--- src/rtl/mem_access_stage.sv ---
// Memory-access pipeline stage: drives a req/ack data bus for LB/LW/SB/SW,
// stalls upstream while an access is outstanding, and registers results toward write-back.
module mem_access_stage #(
  parameter int BUS_TIMEOUT = 255,
  parameter bit ALIGN_CHECK = 1'b1
) (
  input  logic        clk,
  input  logic        rst_n,
  input  logic        mem_valid_i,
  input  logic [7:0]  mem_aluop_i,
  input  logic [4:0]  mem_wa_i,
  input  logic [31:0] mem_wd_i,
  input  logic        mem_wreg_i,
  input  logic        mem_mreg_i,
  input  logic        mem_whilo_i,
  input  logic [31:0] mem_din_i,
  input  logic [63:0] mem_hilo_i,
  output logic        stall_o,
  output logic        dm_req_o,
  output logic        dm_we_o,
  output logic [3:0]  dm_be_o,
  output logic [31:0] dm_addr_o,
  output logic [31:0] dm_wdata_o,
  input  logic        dm_ack_i,
  input  logic [31:0] dm_rdata_i,
  output logic        wb_valid_o,
  output logic [4:0]  wb_wa_o,
  output logic        wb_wreg_o,
  output logic [31:0] wb_wd_o,
  output logic        wb_whilo_o,
  output logic [63:0] wb_hilo_o,
  output logic        align_err_o,
  output logic        bus_err_o
);
  localparam int CW = $clog2(BUS_TIMEOUT + 1);
  localparam logic [CW-1:0] CNT_LAST = CW'(BUS_TIMEOUT - 1);

  typedef enum logic {IDLE, REQ} state_t;
  state_t state_q, state_d;

  logic [CW-1:0] cnt_q;
  logic [1:0]    k;
  logic          is_lb, is_lw, is_sb, is_sw, is_load, is_store;
  logic          mem_op, misalign, go, timeout;
  logic [7:0]    rbyte;
  logic [31:0]   ld_data;

  assign k        = mem_wd_i[1:0];
  assign is_lb    = (mem_aluop_i == 8'h90);
  assign is_lw    = (mem_aluop_i == 8'h92);
  assign is_sb    = (mem_aluop_i == 8'h98);
  assign is_sw    = (mem_aluop_i == 8'h9A);
  assign is_load  = (is_lb | is_lw) & mem_mreg_i;
  assign is_store = is_sb | is_sw;
  assign mem_op   = mem_valid_i & (is_load | is_store);
  assign misalign = ALIGN_CHECK & mem_op & (is_lw | is_sw) & (k != 2'b00);
  assign go       = (state_q == IDLE) & mem_op & ~misalign;
  // Fires on the cycle whose increment would reach BUS_TIMEOUT, so req is held BUS_TIMEOUT cycles.
  assign timeout  = (state_q == REQ) & ~dm_ack_i & (cnt_q == CNT_LAST);
  assign stall_o  = go | ((state_q == REQ) & ~dm_ack_i & ~timeout);

  // Upstream holds the bundle during REQ, so the live address still selects the byte.
  assign rbyte    = dm_rdata_i[{k, 3'b000} +: 8];
  assign ld_data  = is_lb ? {{24{rbyte[7]}}, rbyte} : dm_rdata_i;

  always_comb begin
    state_d = state_q;
    case (state_q)
      IDLE:    if (go) state_d = REQ;
      default: if (dm_ack_i | timeout) state_d = IDLE;
    endcase
  end

  always_ff @(posedge clk or negedge rst_n) begin
    if (!rst_n) state_q <= IDLE;
    else        state_q <= state_d;
  end

  always_ff @(posedge clk or negedge rst_n) begin
    if (!rst_n) begin
      cnt_q       <= '0;
      dm_req_o    <= 1'b0;
      dm_we_o     <= 1'b0;
      dm_be_o     <= 4'b0;
      dm_addr_o   <= 32'b0;
      dm_wdata_o  <= 32'b0;
      wb_valid_o  <= 1'b0;
      wb_wa_o     <= 5'b0;
      wb_wreg_o   <= 1'b0;
      wb_wd_o     <= 32'b0;
      wb_whilo_o  <= 1'b0;
      wb_hilo_o   <= 64'b0;
      align_err_o <= 1'b0;
      bus_err_o   <= 1'b0;
    end else begin
      align_err_o <= 1'b0;
      bus_err_o   <= 1'b0;
      if (state_q == IDLE) begin
        if (go) begin
          dm_req_o   <= 1'b1;
          dm_we_o    <= is_store;
          dm_be_o    <= (is_lb | is_sb) ? (4'b0001 << k) : 4'b1111;
          dm_addr_o  <= {mem_wd_i[31:2], 2'b00};
          dm_wdata_o <= is_sb ? {4{mem_din_i[7:0]}} : mem_din_i;
          wb_valid_o <= 1'b0;
          cnt_q      <= '0;
        end else if (misalign) begin
          wb_valid_o  <= 1'b1;
          wb_wa_o     <= mem_wa_i;
          wb_wreg_o   <= 1'b0;
          wb_wd_o     <= 32'b0;
          wb_whilo_o  <= 1'b0;
          wb_hilo_o   <= mem_hilo_i;
          align_err_o <= 1'b1;
        end else begin
          wb_valid_o <= mem_valid_i;
          wb_wa_o    <= mem_wa_i;
          wb_wreg_o  <= mem_wreg_i;
          wb_wd_o    <= mem_wd_i;
          wb_whilo_o <= mem_whilo_i;
          wb_hilo_o  <= mem_hilo_i;
        end
      end else begin
        if (dm_ack_i | timeout) begin
          dm_req_o   <= 1'b0;
          wb_valid_o <= 1'b1;
          wb_wa_o    <= mem_wa_i;
          wb_whilo_o <= mem_whilo_i;
          wb_hilo_o  <= mem_hilo_i;
          wb_wreg_o  <= (dm_ack_i & is_load) ? mem_wreg_i : 1'b0;
          wb_wd_o    <= (dm_ack_i & is_load) ? ld_data : 32'b0;
          bus_err_o  <= ~dm_ack_i;
        end else begin
          cnt_q      <= cnt_q + CW'(1);
          wb_valid_o <= 1'b0;
        end
      end
    end
  end
endmodule

--- config.mk ---
export PLATFORM = sky130hd
export DESIGN_NAME = mem_access_stage
export DESIGN_NICKNAME = d
export VERILOG_FILES = /design/src/rtl/mem_access_stage.sv
export SDC_FILE = /design/constraint.sdc
export NUM_CORES = 1
export LEC_CHECK = 0
export ABC_CLOCK_PERIOD_IN_PS = 4700
export CAP_MARGIN = 20
export CORE_MARGIN = 2
export CORE_UTILIZATION = 40
export CTS_BUF_LIST = sky130_fd_sc_hd__clkbuf_8
export DETAILED_ROUTE_END_ITERATION = 6
export PLACE_DENSITY = 0.78
export SLEW_MARGIN = 20
export SYNTH_ARGS = -nofsm -noshare
export SYNTH_HDL_FRONTEND = slang
export SYNTH_SLANG_ARGS = --single-unit
export TNS_END_PERCENT = 10
--- constraint.sdc ---
create_clock -name clk -period 4.7 [get_ports clk]
set_clock_uncertainty 0.1 [all_clocks]
set_input_delay 0.94 -clock clk [delete_from_list [all_inputs] [get_ports clk]]
set_output_delay 0.94 -clock clk [all_outputs]
set_load 0.1 [all_outputs]
# After elaboration in Yosys (flattened, before gate mapping)

Index checks and enable logic that the tools add are counted.

Register bits after elaboration: 183
Logic and storage cells: 94
Output and inout port bits: 177

Shift operators: 2
$add $sub $neg: 1
Muxes and demuxes: 41
Eq/ne operators: 8
Reduce and logical (&&, ||, !) cells: 6
Bitwise gates (word level): 21

Operator list:

| kind                | count |
|---|---|
| $mux 32             | 7 |
| $mux 64             | 3 |
| $eq 8x8->1 const B  | 5 |
| $shiftx 32x6->8     | 1 |
| $mux 1              | 24 |
| $mux 8              | 3 |
| $mux 5              | 3 |
| $and 1x1->1         | 10 |
| $add 8x1->8 const B | 1 |
| $reduce_and 2->1    | 4 |
| $or 1x1->1          | 7 |
| $mux 4              | 1 |
| $ne 2x2->1 const B  | 2 |
| $not 1->1           | 4 |
| $reduce_bool 2->1   | 2 |
| $shl 1x2->4 const A | 1 |
| $ne 2x1->1 const B  | 1 |

# Depth between registers and ports, before layout

Word-level depth: 11
Mapped depth: 10
Gate-level depth less buffers: 7

# Worst setup path before layout

Ideal clock, no wire load.

Path type: input -> output
Start: in mem_aluop_i[0]
End: out stall_o
Buffers on the path: 3
Slack: 689 ps
Cell stages on the path: 7
Arrival time: 2971 ps
Cell sequence: or4b_4 > nor3_4 > a21oi_2 > buf_2 > buf_2 > buf_2 > inv_1

Word-level cells in the longest chain between the ends: 10
Elaborated cells on any way between the ends: 16
Those cells by class: eq/ne (4); bitwise (12)

Ends and longest elaborated chain:

| element                       | line   | RTL |
|---|---|---|
| start: declaration            | 10     | `input logic [7:0] mem_aluop_i,` |
| $eq 8x8->1 (on tied branches) | 49, 50 |  |
| $or 1x1->1                    | 53     | `assign is_load = (is_lb \| is_lw) & mem_mreg_i;` |
| $and 1x1->1                   | 53     |  |
| $or 1x1->1                    | 55     | `assign mem_op = mem_valid_i & (is_load \| is_store);` |
| $and 1x1->1                   | 55     |  |
| $and 1x1->1 (2 in series)     | 56     | `assign misalign = ALIGN_CHECK & mem_op & (is_lw \| is_sw) & (k != 2'b00);` |
| $not 1->1                     | 57     | `assign go = (state_q == IDLE) & mem_op & ~misalign;` |
| $and 1x1->1 (*)               | 57     |  |
| $or 1x1->1 (*)                | 60     | `assign stall_o = go \| ((state_q == REQ) & ~dm_ack_i & ~timeout);` |
| end: declaration              | 18     | `output logic stall_o,` |

Every way passes the cells marked *; elsewhere a longest branch is shown, timed or not.

# Worst setup path in the final report

Same ends and word-level chain as after synthesis.

==> results by stage <==
Finish:
- The layout has 1,631 filler cells.
- The final antenna diode count is 0.
- From synthesis to final layout, the design area changed by 53.7%.
- The multi-input combinational cells in the finished layout cover a total of 2910 um2.
- Of the cells placed in the final design, the portion with a size suffix greater than 1 is 12.0%.
- At the end of the flow, the number of nets in the layout was 1,258.
- Summing all flip-flop and latch instances after layout gives 4580 um2.

Detailed routing:
- The detailed router finished its first iteration with 235 violations.
- The overall via count from detail_route is 6,682.
- The per-cell via count in the routed design is 4.95.
- The average routed wire per standard cell is 18.3 um.
- The total wire length after detailed routing is 24,700 um.
- The count of TritonRoute iterations in the first routing pass is 4.
- The remaining antenna violation count after routing is 0.
- After detailed routing, the number of remaining DRC violations is 0.

Placed design:
- Before CTS, the worst setup slack after placement is 0.592 ns.
- The congestion estimate from routability-driven global placement came to 0.834.
- The total half-perimeter wirelength after legalization and detailed placement is 18,300 um.
- The number of I/O port buffers is 354.

Synthesis:
- The area share of xor/xnor cells in the synthesized design is 0.339%.
- Each instance of the synthesized netlist takes up on average 10.5 um2.
- The library cell with the largest summed area after synthesis is dfrtp_1.
- Yosys mapped a number of flops with a built-in enable equal to 0.
- By area, the combinational part of the netlist is dominated by simple AND/OR/NAND/NOR gates.
- Ranked by total cell area, the synthesized netlist is headed by dfrtp_1 (59%), mux2_2 (10%), nand2_1 (7.9%).
- The cell area after synthesis is 7750 um2.
- After Yosys synthesis, full adders, half adders and majority gates account for 0.323% of the synthesized area.
- The post-synthesis compound-gate area fraction is 10.7%.
- The sequential-to-total area share from yosys stat is 59.1%.
- The synthesized design contains 183 register bits.
- Yosys printed 0 warnings.
- After Yosys synthesis, and, or, nand and nor cells account for 14.5% of the synthesized area.
- Synthesis instantiated 47 different standard cells from the library.
- After technology mapping, the gate count stands at 739.
- The prevailing post-synth register cell is dfrtp_1.
- Of the post-synthesis cell area, the part taken by muxes is 11.2%.
- The top cell type's share of synthesized area is 59.1%.
- After synthesis, the share of flip-flops with an asynchronous set or reset is 100%.

Clock network:
- In this run the deepest clock path goes through 2 buffers.
- The post-CTS setup buffer count is 0.
- After clock tree synthesis, the flow added hold-fix buffers numbering 0.
- Clock tree synthesis inserted a total of 17 buffers.
- The H-tree was split into 4 levels.
- Clock-pin slew was measured on the worst setup and hold paths at 0.10 ns.
- The clock net in this run drives a total of 183 sinks.
- The TritonCTS clock tree is done.
- The clock root buffer is clkbuf_8.
- The clock latency on the worst-skew pair is 0.45 ns.
- The count of cells resized by post-cts repair is 0.

Floorplanning:
- The core area is 18,900 um2.
- The site row count is 50.
- The starting density of the core is 41.0%.
- 357 I/O pins were placed.
- The die height is 143 um.
- The width of the die is 143 um.
- The area of the die is 20,500 um2.

Flow run:
- The tool flagged a number of max-cap violations equal to 0.

Worst setup path:
- The endpoint of the lowest-slack register-to-register path is wb_hilo_o[51]$_DFFE_PN0P_.
- Data arrives at the worst endpoint at 2.69 ns.
- The critical path data required time is 3.66 ns.
- The capturing element type of the critical path is an output port.
- The worst setup path is of the input pin to output port kind.
- The worst register-to-register path has a setup slack of 1.43 ns.
- Of all nets on the critical path, the largest fanout is 5.
- The kind of start point of the critical path is an input pin.
- The launch point of the worst reg-to-reg path is cnt_q[0]$_DFFE_PN0P_.
- The number of cells traversed by the worst register-to-register path is 8.

Pwr:
- The portion of total power attributed to combinational logic is 32.0%.
- The total power per unit cell area is 343 nW/um2.
- VDD sags by at most 0.000210 V.
- The net switching power figure is 1.65 mW.
- In this run the static leakage power is 5.23 nW.
- The clock network fraction of design power is 25.7%.
- Internal power comes to 2.45 mW.
- The fraction of power spent switching nets is 40.2%.
- Of the total power, registers draw 42.3%.
- The total power consumption of the routed design is 4.09 mW.

Global routing:
- The number of antenna violations at the first check in global routing is 1.
- The aggregate global routing overflow is 0.
- The pin count of the biggest net entering global routing is 109.
- The first-pass GRT wire length is 37,200 um.
- Across every metal layer, demand over resource in global routing totals 23.8%.
- The via count of the first global-routing pass is 6,755.

STA:
- The final setup violation count is 0.
- The minimum setup slack in the final design is 0.968 ns.
- The final number of max-transition violations is 0.
- The number of hold-slack violations in the final timing report is 0.
- At the pin with the least slew margin, the transition time is 1.07 ns.
- The worst slew margin relative to its limit is 28.4%.
- The minimum clock period is 3.73 ns.
- Of the available clock period, the critical path in the final layout requires 79.4%.
- After routing, the total negative slack on setup checks comes to 0 ns.
- Derived from the worst setup path, the maximum achievable clock frequency is 268 MHz.
- Setup repair after global routing left no endpoint under its margin.

Outcome:
- The flow ran to the end, and the final reports show no timing, DRC or antenna violations.

Min path:
- For hold timing, the worst endpoint is dm_addr_o[14]$_DFFE_PN0P_.
- The origin of the worst min-delay path is dm_addr_o[14]$_DFFE_PN0P_.
- The worst hold path depth is 2.
- In this run the worst hold path is classified as flop to flop.
-- layout make-up --
type | instances | share of cell area (%)
multi-input combinational | 490 | 24.4
sequential | 183 | 38.4
clock inverter | 14 | 1.19
inverter | 18 | 0.567
tap | 260 | 2.73
clock buffer | 18 | 2.08
timing repair buffer | 366 | 30.6
-- cell usage in the layout (no fill, tap or decap), types with 3 or more instances in the layout --
cell type        Yosys  final
nor2_4               6      6
a31oi_1             32     32
nand4_1              5      5
o22ai_1              3      3
nand2b_1             4      4
inv_1               18     19
nand2_1            163    162
clkdlybuf4s50_1      0    352
o32ai_1              3      3
nor2_1              60     60
dfrtp_1            183    183
clkinvlp_4           0      3
o21ai_0             44     44
o21ai_1             20     20
nand3_1              4      4
mux2_2              69     69
buf_4                4     12
mux2i_1              7      7
xor2_1               3      3
a21oi_1             33     32
clkbuf_8             0     19
inv_8                0      5
o221ai_1             4      4
-- state kept, by name (all words and copies together) (netlist names), 4 cells and up --
register    count
cnt_q           8
dm_addr_o      30
dm_be_o         4
dm_wdata_o     32
wb_hilo_o      64
wb_wa_o         5
wb_wd_o        32
-- cells by family (layout without fill, tap and decap cells) --
family	count (synthesis)	count (layout)
xor gates and xnor gates	3	3
buffers and inverters	67	416
DFF	183	183
adders and majority gates	2	2
muxes	77	77
and+or+nand+nor	259	259
AOI/OAI and AO/OA	147	147
other	1	2
-- metrics by stage --
step	cells	hold slack (ns)	utilization [%]	area, um2
floorplan	740	0.402	-	7760
global placement	1317	0.356	61.0	11500
detailed placement	1317	0.361	61.0	11500
CTS	1349	0.387	63.1	11900
global route	1349	0.406	63.1	11900
finish	1349	0.382	63.1	11900
-- metal layers --
| layer | vias up | global-route usage, % | wire [um] |
|---|---|---|---|
| li1 | 3170 | - | - |
| met1 | 3201 | 27.9 | 9520 |
| met2 | 273 | 40.7 | 12300 |
| met5 | - | 0 | 12 |
| met3 | 36 | 8.72 | 2250 |
| met4 | 2 | 7.64 | 580 |
-- power groups by stage --
stage	Clock, mW	Combinational (mW)	Sequential [mW]
after CTS	1.08	1.32	1.73
after floorplan	0	0.132	2.49
final	1.05	1.31	1.73
after detailed placement	0	1.32	1.76
after global placement	0	1.31	1.76
after global routing	1.14	1.36	1.75
-- critical path: stages --
cell and delay, ns:
clkdlybuf4s50_1 0.40, or4b_4 0.59, nor3_4 0.38, a21oi_4 0.09, inv_1 0.10, buf_12 0.18
-- worst max-delay path by stage --
| stage | from | to | slack (ns) | cells past startpoint |
|---|---|---|---|---|
| finish | mem_aluop_i[0] | stall_o | 0.97 | 6 |
| global route | mem_aluop_i[0] | stall_o | 0.87 | 6 |
| detailed placement | mem_wd_i[1] | wb_hilo_o[51]$_DFFE_PN0P_ | 0.59 | 7 |
| global placement | mem_wd_i[1] | wb_hilo_o[49]$_DFFE_PN0P_ | 0.61 | 7 |
| floorplan | mem_aluop_i[0] | stall_o | 0.69 | 7 |
| CTS | mem_aluop_i[0] | stall_o | 0.95 | 6 |
-- Yosys cell counts, types with 3 or more instances --
cell type / number
nand2b_1: 4
a31oi_1: 32
nand3_1: 4
inv_1: 18
nand2_1: 163
a21oi_1: 33
nor2_4: 6
o221ai_1: 4
o22ai_1: 3
dfrtp_1: 183
nor2_1: 60
buf_4: 4
mux2i_1: 7
xor2_1: 3
nand4_1: 5
buf_2: 15
o21ai_1: 20
mux2_2: 69
o32ai_1: 3
clkbuf_1: 24
o21ai_0: 44
buf_1: 3
(Power assumes the default switching activity.)
